===== config.mk =====
export PLATFORM = sky130hd
export DESIGN_NAME = assembler_line_sequencer_flat
export DESIGN_NICKNAME = d
export VERILOG_FILES = /design/src/rtl/assembler_line_sequencer_pkg.sv /design/src/rtl/assembler_line_sequencer_if.sv /design/src/rtl/assembler_line_sequencer_timeout.sv /design/src/rtl/assembler_line_sequencer.sv /design/src/flat_wrapper.sv
export SDC_FILE = /design/constraint.sdc
export NUM_CORES = 1
export LEC_CHECK = 0
export CAP_MARGIN = 20
export CORE_ASPECT_RATIO = 0.9
export CORE_UTILIZATION = 44
export DETAILED_ROUTE_END_ITERATION = 10
export PLACE_DENSITY_LB_ADDON = 0.3
export SETUP_SLACK_MARGIN = 0.3
export SLEW_MARGIN = 15
export SYNTH_ARGS = -nofsm -noshare
export SYNTH_HDL_FRONTEND = slang
export SYNTH_SLANG_ARGS = --single-unit

===== constraint.sdc =====
create_clock -name clk_in -period 2.7 [get_ports clk_in]
set_clock_uncertainty 0.05 [all_clocks]
set_input_delay 0.675 -clock clk_in [delete_from_list [all_inputs] [get_ports clk_in]]
set_output_delay 0.675 -clock clk_in [all_outputs]
set_load 0.01 [all_outputs]

===== src/rtl/assembler_line_sequencer_pkg.sv =====
// Shared constants for the assembler front end: sequencer state/error enums
// and the ASCII codes the line splitter reacts to.
package assembler_constants;

    typedef enum logic [2:0] {
        IDLE,
        START_LINE,
        STREAM,
        WAIT_PARSE,
        WRITE,
        DONE,
        ERROR
    } seq_state_t;

    typedef enum logic [1:0] {
        ERR_NONE     = 2'd0,
        ERR_PARSE    = 2'd1,
        ERR_OVERFLOW = 2'd2,
        ERR_FULL     = 2'd3
    } seq_err_t;

    localparam logic [7:0] ASCII_NUL = 8'h00;
    localparam logic [7:0] ASCII_EOT = 8'h04;
    localparam logic [7:0] ASCII_TAB = 8'h09;
    localparam logic [7:0] ASCII_LF  = 8'h0A;
    localparam logic [7:0] ASCII_CR  = 8'h0D;
    localparam logic [7:0] ASCII_SP  = 8'h20;

    // Characters that do not make a line non-blank.
    function automatic logic is_space(input logic [7:0] ch);
        return (ch == ASCII_SP) || (ch == ASCII_TAB) || (ch == ASCII_CR);
    endfunction

endpackage


===== src/rtl/assembler_line_sequencer_if.sv =====
// Character source, parser and instruction-memory signals of the line sequencer.
// master = sequencer side, slave = environment (source, parser, BRAM).
interface assembler_line_sequencer_if #(
    parameter int IMEM_DEPTH = 1024
);
    localparam int AW = $clog2(IMEM_DEPTH);

    logic          char_valid_in;
    logic [7:0]    char_in;
    logic          char_ready_out;
    logic          new_line_out;
    logic          new_character_out;
    logic [7:0]    character_out;
    logic          parse_ready_in;
    logic          parse_error_in;
    logic [31:0]   instruction_in;
    logic          imem_we_out;
    logic [AW-1:0] imem_addr_out;
    logic [31:0]   imem_data_out;

    modport master (
        input  char_valid_in, char_in, parse_ready_in, parse_error_in, instruction_in,
        output char_ready_out, new_line_out, new_character_out, character_out,
               imem_we_out, imem_addr_out, imem_data_out
    );

    modport slave (
        output char_valid_in, char_in, parse_ready_in, parse_error_in, instruction_in,
        input  char_ready_out, new_line_out, new_character_out, character_out,
               imem_we_out, imem_addr_out, imem_data_out
    );

endinterface


===== src/rtl/assembler_line_sequencer_timeout.sv =====
// Parse watchdog: counts cycles while run_in is high and flags the last one
// of a LIMIT-cycle window. Used only when SEQ_PARSE_TIMEOUT_EN is defined.
module seq_timeout_counter #(
    parameter int LIMIT = 16
) (
    input  logic clk_in,
    input  logic rst_n_in,
    input  logic run_in,
    output logic expired_out
);
    localparam int W = $clog2(LIMIT + 1);
    localparam logic [W-1:0] LAST = W'(LIMIT - 1);

    logic [W-1:0] cnt;

    always_ff @(posedge clk_in or negedge rst_n_in) begin
        if (!rst_n_in)          cnt <= '0;
        else if (!run_in)       cnt <= '0;
        else if (cnt != LAST)   cnt <= cnt + W'(1);
    end

    assign expired_out = run_in && (cnt == LAST);

endmodule


===== src/rtl/assembler_line_sequencer.sv =====
// Splits a source-text stream into lines, replays each into the parser and writes
// the resulting instructions to consecutive IMEM words. SEQ_PARSE_TIMEOUT_EN adds a parse watchdog.
module assembler_line_sequencer
    import assembler_constants::*;
#(
    parameter int CHAR_PER_LINE = 64,
    parameter int IMEM_DEPTH    = 1024,
    parameter int PARSE_TIMEOUT = 16
) (
    input  logic                          clk_in,
    input  logic                          rst_n_in,
    input  logic                          start_in,
    assembler_line_sequencer_if.master    bus,
    output logic                          busy_out,
    output logic                          done_out,
    output logic                          error_out,
    output logic [1:0]                    error_code_out,
    output logic [15:0]                   error_line_out,
    output logic [$clog2(IMEM_DEPTH):0]   inst_count_out
);
    localparam int AW    = $clog2(IMEM_DEPTH);
    localparam int CNT_W = AW + 1;
    localparam int CC_W  = $clog2(CHAR_PER_LINE + 1);
    localparam logic [CNT_W-1:0] FULL = CNT_W'(IMEM_DEPTH);
    localparam logic [CC_W-1:0]  CPL  = CC_W'(CHAR_PER_LINE);

    seq_state_t      state;
    logic [CC_W-1:0] cc_q;
    logic            seen_q;
    logic            eof_q;
    logic [15:0]     line_q;
    logic [15:0]     line_inc;
    logic [AW-1:0]   addr_q;
    logic [31:0]     data_q;
    logic [7:0]      char_q;
    logic            char_ready_q;
    logic            new_line_q;
    logic            new_char_q;
    logic            we_q;
    logic [7:0]      c;

    assign c        = bus.char_in;
    assign line_inc = (line_q == 16'hFFFF) ? line_q : line_q + 16'd1;

`ifdef SEQ_PARSE_TIMEOUT_EN
    logic timeout;
    seq_timeout_counter #(.LIMIT(PARSE_TIMEOUT)) u_watchdog (
        .clk_in      (clk_in),
        .rst_n_in    (rst_n_in),
        .run_in      (state == WAIT_PARSE),
        .expired_out (timeout)
    );
`else
    logic [31:0] unused_timeout;
    assign unused_timeout = 32'(PARSE_TIMEOUT);
`endif

    // Every state-dependent output is registered alongside the state itself.
    task automatic go(input seq_state_t s);
        state        <= s;
        char_ready_q <= (s == STREAM);
        new_line_q   <= (s == START_LINE);
        busy_out     <= s inside {START_LINE, STREAM, WAIT_PARSE, WRITE};
        done_out     <= (s == DONE);
        error_out    <= (s == ERROR);
    endtask

    task automatic fail(input seq_err_t e);
        error_code_out <= e;
        error_line_out <= line_q;
        go(ERROR);
    endtask

    always_ff @(posedge clk_in or negedge rst_n_in) begin
        if (!rst_n_in) begin
            state          <= IDLE;
            cc_q           <= '0;
            seen_q         <= 1'b0;
            eof_q          <= 1'b0;
            line_q         <= '0;
            addr_q         <= '0;
            data_q         <= '0;
            char_q         <= '0;
            char_ready_q   <= 1'b0;
            new_line_q     <= 1'b0;
            new_char_q     <= 1'b0;
            we_q           <= 1'b0;
            busy_out       <= 1'b0;
            done_out       <= 1'b0;
            error_out      <= 1'b0;
            error_code_out <= '0;
            error_line_out <= '0;
            inst_count_out <= '0;
        end else begin
            new_char_q <= 1'b0;
            we_q       <= 1'b0;
            case (state)
                IDLE, DONE, ERROR: begin
                    if (start_in) begin
                        inst_count_out <= '0;
                        addr_q         <= '0;
                        error_code_out <= ERR_NONE;
                        error_line_out <= '0;
                        line_q         <= 16'd1;
                        eof_q          <= 1'b0;
                        go(START_LINE);
                    end
                end
                START_LINE: begin
                    cc_q   <= '0;
                    seen_q <= 1'b0;
                    go(STREAM);
                end
                STREAM: begin
                    if (bus.char_valid_in && char_ready_q) begin
                        if (c == ASCII_LF) begin
                            if (seen_q) go(WAIT_PARSE);
                            else begin
                                line_q <= line_inc;
                                go(START_LINE);
                            end
                        end else if (c == ASCII_NUL || c == ASCII_EOT) begin
                            if (seen_q) begin
                                eof_q <= 1'b1;
                                go(WAIT_PARSE);
                            end else go(DONE);
                        end else if (c == ASCII_CR) begin
                            // dropped: CRLF sources behave like LF sources
                        end else if (cc_q == CPL) begin
                            fail(ERR_OVERFLOW);
                        end else begin
                            new_char_q <= 1'b1;
                            char_q     <= c;
                            cc_q       <= cc_q + CC_W'(1);
                            if (!is_space(c)) seen_q <= 1'b1;
                        end
                    end
                end
                WAIT_PARSE: begin
                    if (bus.parse_error_in) fail(ERR_PARSE);
                    else if (bus.parse_ready_in) begin
                        // Write strobe is decided here so it lines up with the WRITE cycle.
                        data_q <= bus.instruction_in;
                        we_q   <= (inst_count_out != FULL);
                        go(WRITE);
                    end
`ifdef SEQ_PARSE_TIMEOUT_EN
                    else if (timeout) fail(ERR_FULL);
`endif
                end
                WRITE: begin
                    if (inst_count_out == FULL) fail(ERR_FULL);
                    else begin
                        addr_q         <= addr_q + AW'(1);
                        inst_count_out <= inst_count_out + CNT_W'(1);
                        line_q         <= line_inc;
                        go(eof_q ? DONE : START_LINE);
                    end
                end
                default: go(IDLE);
            endcase
        end
    end

    assign bus.char_ready_out    = char_ready_q;
    assign bus.new_line_out      = new_line_q;
    assign bus.new_character_out = new_char_q;
    assign bus.character_out     = char_q;
    assign bus.imem_we_out       = we_q;
    assign bus.imem_addr_out     = addr_q;
    assign bus.imem_data_out     = data_q;

endmodule


===== src/flat_wrapper.sv =====
// flat-port wrapper written by rule: the top's interface ports become plain ports
module assembler_line_sequencer_flat import assembler_constants::*;
#(
    parameter int CHAR_PER_LINE = 64,
    parameter int IMEM_DEPTH    = 1024,
    parameter int PARSE_TIMEOUT = 16
)
  (clk_in, rst_n_in, start_in, busy_out, done_out, error_out, error_code_out, error_line_out, inst_count_out, bus_char_valid_in, bus_char_in, bus_parse_ready_in, bus_parse_error_in, bus_instruction_in, bus_char_ready_out, bus_new_line_out, bus_new_character_out, bus_character_out, bus_imem_we_out, bus_imem_addr_out, bus_imem_data_out);
  assembler_line_sequencer_if #(.IMEM_DEPTH(IMEM_DEPTH)) bus_i ();
  input  logic clk_in;
  input  logic rst_n_in;
  input  logic start_in;
  output logic busy_out;
  output logic done_out;
  output logic error_out;
  output logic [1:0] error_code_out;
  output logic [15:0] error_line_out;
  output logic [$clog2(IMEM_DEPTH):0] inst_count_out;
  input wire logic [$bits(bus_i.char_valid_in)-1:0] bus_char_valid_in;
  input wire logic [$bits(bus_i.char_in)-1:0] bus_char_in;
  input wire logic [$bits(bus_i.parse_ready_in)-1:0] bus_parse_ready_in;
  input wire logic [$bits(bus_i.parse_error_in)-1:0] bus_parse_error_in;
  input wire logic [$bits(bus_i.instruction_in)-1:0] bus_instruction_in;
  output wire logic [$bits(bus_i.char_ready_out)-1:0] bus_char_ready_out;
  output wire logic [$bits(bus_i.new_line_out)-1:0] bus_new_line_out;
  output wire logic [$bits(bus_i.new_character_out)-1:0] bus_new_character_out;
  output wire logic [$bits(bus_i.character_out)-1:0] bus_character_out;
  output wire logic [$bits(bus_i.imem_we_out)-1:0] bus_imem_we_out;
  output wire logic [$bits(bus_i.imem_addr_out)-1:0] bus_imem_addr_out;
  output wire logic [$bits(bus_i.imem_data_out)-1:0] bus_imem_data_out;
  assign bus_i.char_valid_in = bus_char_valid_in;
  assign bus_i.char_in = bus_char_in;
  assign bus_i.parse_ready_in = bus_parse_ready_in;
  assign bus_i.parse_error_in = bus_parse_error_in;
  assign bus_i.instruction_in = bus_instruction_in;
  assign bus_char_ready_out = bus_i.char_ready_out;
  assign bus_new_line_out = bus_i.new_line_out;
  assign bus_new_character_out = bus_i.new_character_out;
  assign bus_character_out = bus_i.character_out;
  assign bus_imem_we_out = bus_i.imem_we_out;
  assign bus_imem_addr_out = bus_i.imem_addr_out;
  assign bus_imem_data_out = bus_i.imem_data_out;
  assembler_line_sequencer #(.CHAR_PER_LINE(CHAR_PER_LINE), .IMEM_DEPTH(IMEM_DEPTH), .PARSE_TIMEOUT(PARSE_TIMEOUT)) u_core (.clk_in(clk_in), .rst_n_in(rst_n_in), .start_in(start_in), .bus(bus_i), .busy_out(busy_out), .done_out(done_out), .error_out(error_out), .error_code_out(error_code_out), .error_line_out(error_line_out), .inst_count_out(inst_count_out));
endmodule

==> run summary <==
The flow ran to the end, and the final reports show no timing, DRC or antenna violations. The initial core utilization is 45.45%. Counting flops and latches in the post-synthesis netlist gives roughly 110. The minimum setup slack in the final design is 0.3541 ns. The count of antenna-violating nets left after detailed routing is 0. The power per cell area came out at around 1000 nW/µm².

For this run, the leading register cell type out of synthesis is sky130_fd_sc_hd__dfrtp_1. The critical path arrival came out at 2.63 ns. The die boundary width is 122.9 µm. The max-slew violation count is 0. The post-placement setup slack is -0.2400 ns. The via density per instance came out at 5.650.

The sum of net half-perimeters after detailed placement came out at 10.51 mm. In the post-synthesis netlist, the biggest area contributors are sky130_fd_sc_hd__dfrtp_1 49%, sky130_fd_sc_hd__mux2_2 7.0%, sky130_fd_sc_hd__nand2_1 4.0%, sky130_fd_sc_hd__mux2i_1 3.6%, sky130_fd_sc_hd__o21ai_0 2.5%. The count of buffers added on input and output ports is approximately 130. Setup repair after global routing could not meet its margin everywhere. The filler-free cell count of the finished design came out at 906.

The first global-routing pass estimated 24.43 mm of wire. The number of hold violations in the final report came out at 0. In this run, placement finished with an instance count of 877. The via count of the first global-routing pass was 5056.

Measured along the y axis, the die boundary spans 110.8 µm. The overall overflow remaining after global route came out at 0. The maximum fanout count along the critical path is 20. In the global route stage, overall resource usage came out at 22.87%. Yosys mapped a number of flops with a built-in enable equal to 0.

The I/O pin count is 132. Clock tree synthesis selected as its root buffer the cell sky130_fd_sc_hd__clkbuf_16. The TritonCTS buffer count came out at 17. The mean routed wirelength per cell came out at 16.35 µm.

After the first detailed-routing iteration, the DRC count stood at 402. The post-layout minimum cycle time is about 2.3 ns. The commonest cells after synthesis are 114 x sky130_fd_sc_hd__dfrtp_1, 61 x sky130_fd_sc_hd__nand2_1, 36 x sky130_fd_sc_hd__mux2_2, 30 x sky130_fd_sc_hd__nor2_1.

The sequential cell area fraction in the yosys report came out at 49.29%. The area fraction of the dominant cell type after synthesis came out at ~49%. The most common cell in the synthesized netlist is sky130_fd_sc_hd__dfrtp_1. The synthesized net count is 607. The number of clock sinks came out at 114.

The worst min-delay path category is in2async. The maximum count of clock buffers along a single path came out at 2. The number of hold buffers added after CTS came out at 0. The share of power burned in the clock network came out at 25.0%. The total via count in the routed design is 5119. The share of the cycle needed by the critical path after routing is 86.89%.

The region available for standard cell placement spans 12740 µm². The maximum level of the CTS H-tree is 4. The share of layout cells above drive strength 1 is 19.81%. The synthesized area per cell is 10.43 µm². The cell area after synthesis came out at 5788 µm².

The placer's final routability congestion estimate is 0.9149. The max-slew headroom at the worst pin came out at 56.64%. The internal portion of the total power is between 5 and 6 mW. The initial antenna violation count came out at 0.

The final-layout fill cell count is approximately 960. Row generation in the floorplan step produced 39 rows. The number of setup violations in the final report came out at 0. TritonCTS built the clock tree.

Entering global routing, the biggest net connects 44 pins. The number of optimization iterations in the first detailed-route pass came out at 7. STA classifies the critical path endpoint as a flop. The clock-pin transition on the worst setup and hold timing paths is 0.05 ns.

The number of different library cells used by synthesis comes to 70. The total length of routed wires is 14.82 mm. The critical path is of the reg2reg type. The share of total power dissipated in combinational logic is 44.5%. For this run, the number of Yosys warnings is 0. After detailed routing, the number of remaining DRC violations is 0. The total net switching power is around 2.8 mW. The total die area came out at 13620 µm². The required time at the worst-slack endpoint is 2.99 ns. The standby leakage power came out at 3.547 nW. The actual transition at the worst max-transition pin is 0.6496 ns. Of the total power, registers draw a little under a third. The type of element launching the critical path is a flop. The maximum clock rate came out at 426.3 MHz.

The number of inserted diodes is 0. The proportion of synthesized flip-flops having asynchronous set or reset is 100.0%. The setup check on the worst reg-to-reg path leaves a slack of 0.35 ns. The clock latency of the later-clocked register in the worst-skew pair is between 0.4 and 0.5 ns. The synthesis-to-finish area growth came out at 41.31%. The number of instances in the synthesized netlist is approximately 560. The sum of negative setup slack came out at 0 ns. The worst vdd rail ir drop is 0.5226 mV. Net switching is 34.75% of the power.

The max-capacitance violation count is 0. The post-layout net count is 784. Of all cell types, the one taking the most synthesized area is sky130_fd_sc_hd__dfrtp_1.
## per-stage QoR
step	area, µm²	utilization (%)	power (mW)	hold slack [ns]
CTS	8137	63.89	8.187	0.1633
finish	8179	64.22	8.193	0.1607
floorplan	5788	-	4.534	0.3294
global placement	7579	59.50	5.936	0.4131
global route	8179	64.22	8.649	0.1945
detailed placement	7579	59.50	6.063	0.4141
## worst paths after layout
| path | start | end | depth (start not counted) |
|---|---|---|---|
| min in group clk_in | u_core.bus.imem_addr_out[9]$_DFFE_PN0P_ | u_core.bus.imem_addr_out[9]$_DFFE_PN0P_ | 1 |
| worst max register to register | u_core.state[1]$_DFFE_PN0P_ | u_core.line_q[6]$_DFFE_PN0P_ | 6 |
| max in group asynchronous | rst_n_in | u_core.bus.imem_data_out[1]$_DFFE_PN0P_ | 2 |
| worst min register to register | u_core.bus.imem_addr_out[9]$_DFFE_PN0P_ | u_core.bus.imem_addr_out[9]$_DFFE_PN0P_ | 1 |
| worst min-delay path | rst_n_in | u_core.error_line_out[15]$_DFFE_PN0P_ | 1 |
| worst max-delay path | u_core.state[1]$_DFFE_PN0P_ | u_core.line_q[6]$_DFFE_PN0P_ | 6 |
## power groups by stage
stage,sequential [mW],combinational (mW),clock (mW)
finish,2.50,3.64,2.05
global route,2.56,3.94,2.15
CTS,2.49,3.61,2.09
detailed placement,2.51,3.55,0
global placement,2.48,3.46,0
floorplan,2.58,1.95,0
## worst max-delay path: stages (launching register included)
cell and delay (ns):
sky130_fd_sc_hd__dfrtp_2 0.54, sky130_fd_sc_hd__nand2b_1 0.30, sky130_fd_sc_hd__a2111oi_2 0.15, sky130_fd_sc_hd__a211o_1 0.34
sky130_fd_sc_hd__buf_4 0.21, sky130_fd_sc_hd__or4_1 0.52, sky130_fd_sc_hd__a21oi_1 0.16
## state kept, by name, indices dropped and copies added, names as in the netlist, 3 cells and up
| signal | cells |
|---|---|
| u_core.bus.imem_addr_out | 10 |
| u_core.cc_q | 7 |
| u_core.bus.character_out | 8 |
| u_core.bus.imem_data_out | 32 |
| u_core.line_q | 16 |
| u_core.error_line_out | 16 |
| u_core.state | 3 |
| u_core.inst_count_out | 11 |
## cell families after synthesis
family | share of synthesized area (%)
buffers and inverters | 4.691
flip-flops | 49.29
adder cells (fa/ha/maj) | 1.297
XOR/XNOR | 0.3027
multiplexers | 12.39
AO/OA/AOI/OAI | 14.68
AND/OR/NAND/NOR | 17.36
## layout by cell type, fill, tap and decap left out, drive strengths merged, types with 4 or more instances in the layout
cell / n
buf: 54
mux2i: 21
nand2: 61
nand3: 20
or4: 10
o21ai: 41
nor3: 7
nor2: 30
and4: 4
dfrtp: 114
a21oi: 23
ha: 6
a31oi: 11
o31ai: 18
nand2b: 6
clkbuf: 23
and2: 6
inv: 30
a31o: 4
and3: 10
nor4: 6
a211o: 4
nand4: 11
clkdlybuf4s50: 124
clkinv: 4
mux2: 45
## timing repair
action	in CTS	in global routing
resized for setup	9	12
endpoints found under the setup margin	60	54
endpoints found under the hold margin	0	0
buffers inserted	0	0
pin swaps	3	3
## layer usage
| layer | GRT usage [%] | vias up | wire, µm |
|---|---|---|---|
| li1 | - | 2396 | - |
| met1 | 29.08 | 2499 | 6348 |
| met2 | 36.67 | 192 | 7295 |
| met3 | 5.813 | 32 | 830 |
| met4 | 9.512 | 0 | 342 |
| met5 | 0 | - | 0 |
## cell type report
| type | instances | area (µm²) | area share, % |
|---|---|---|---|
| sequential | 114 | 2856 | 34.92 |
| clock buffer | 23 | 478.0 | 5.844 |
| tap | 164 | 205.2 | 2.509 |
| clock inverter | 6 | 57.56 | 0.7037 |
| timing repair buffer | 184 | 1748 | 21.37 |
| inverter | 30 | 112.6 | 1.377 |
| multi-input combinational | 385 | 2721 | 33.27 |
Note: power is estimated with default switching activity, not from simulation.
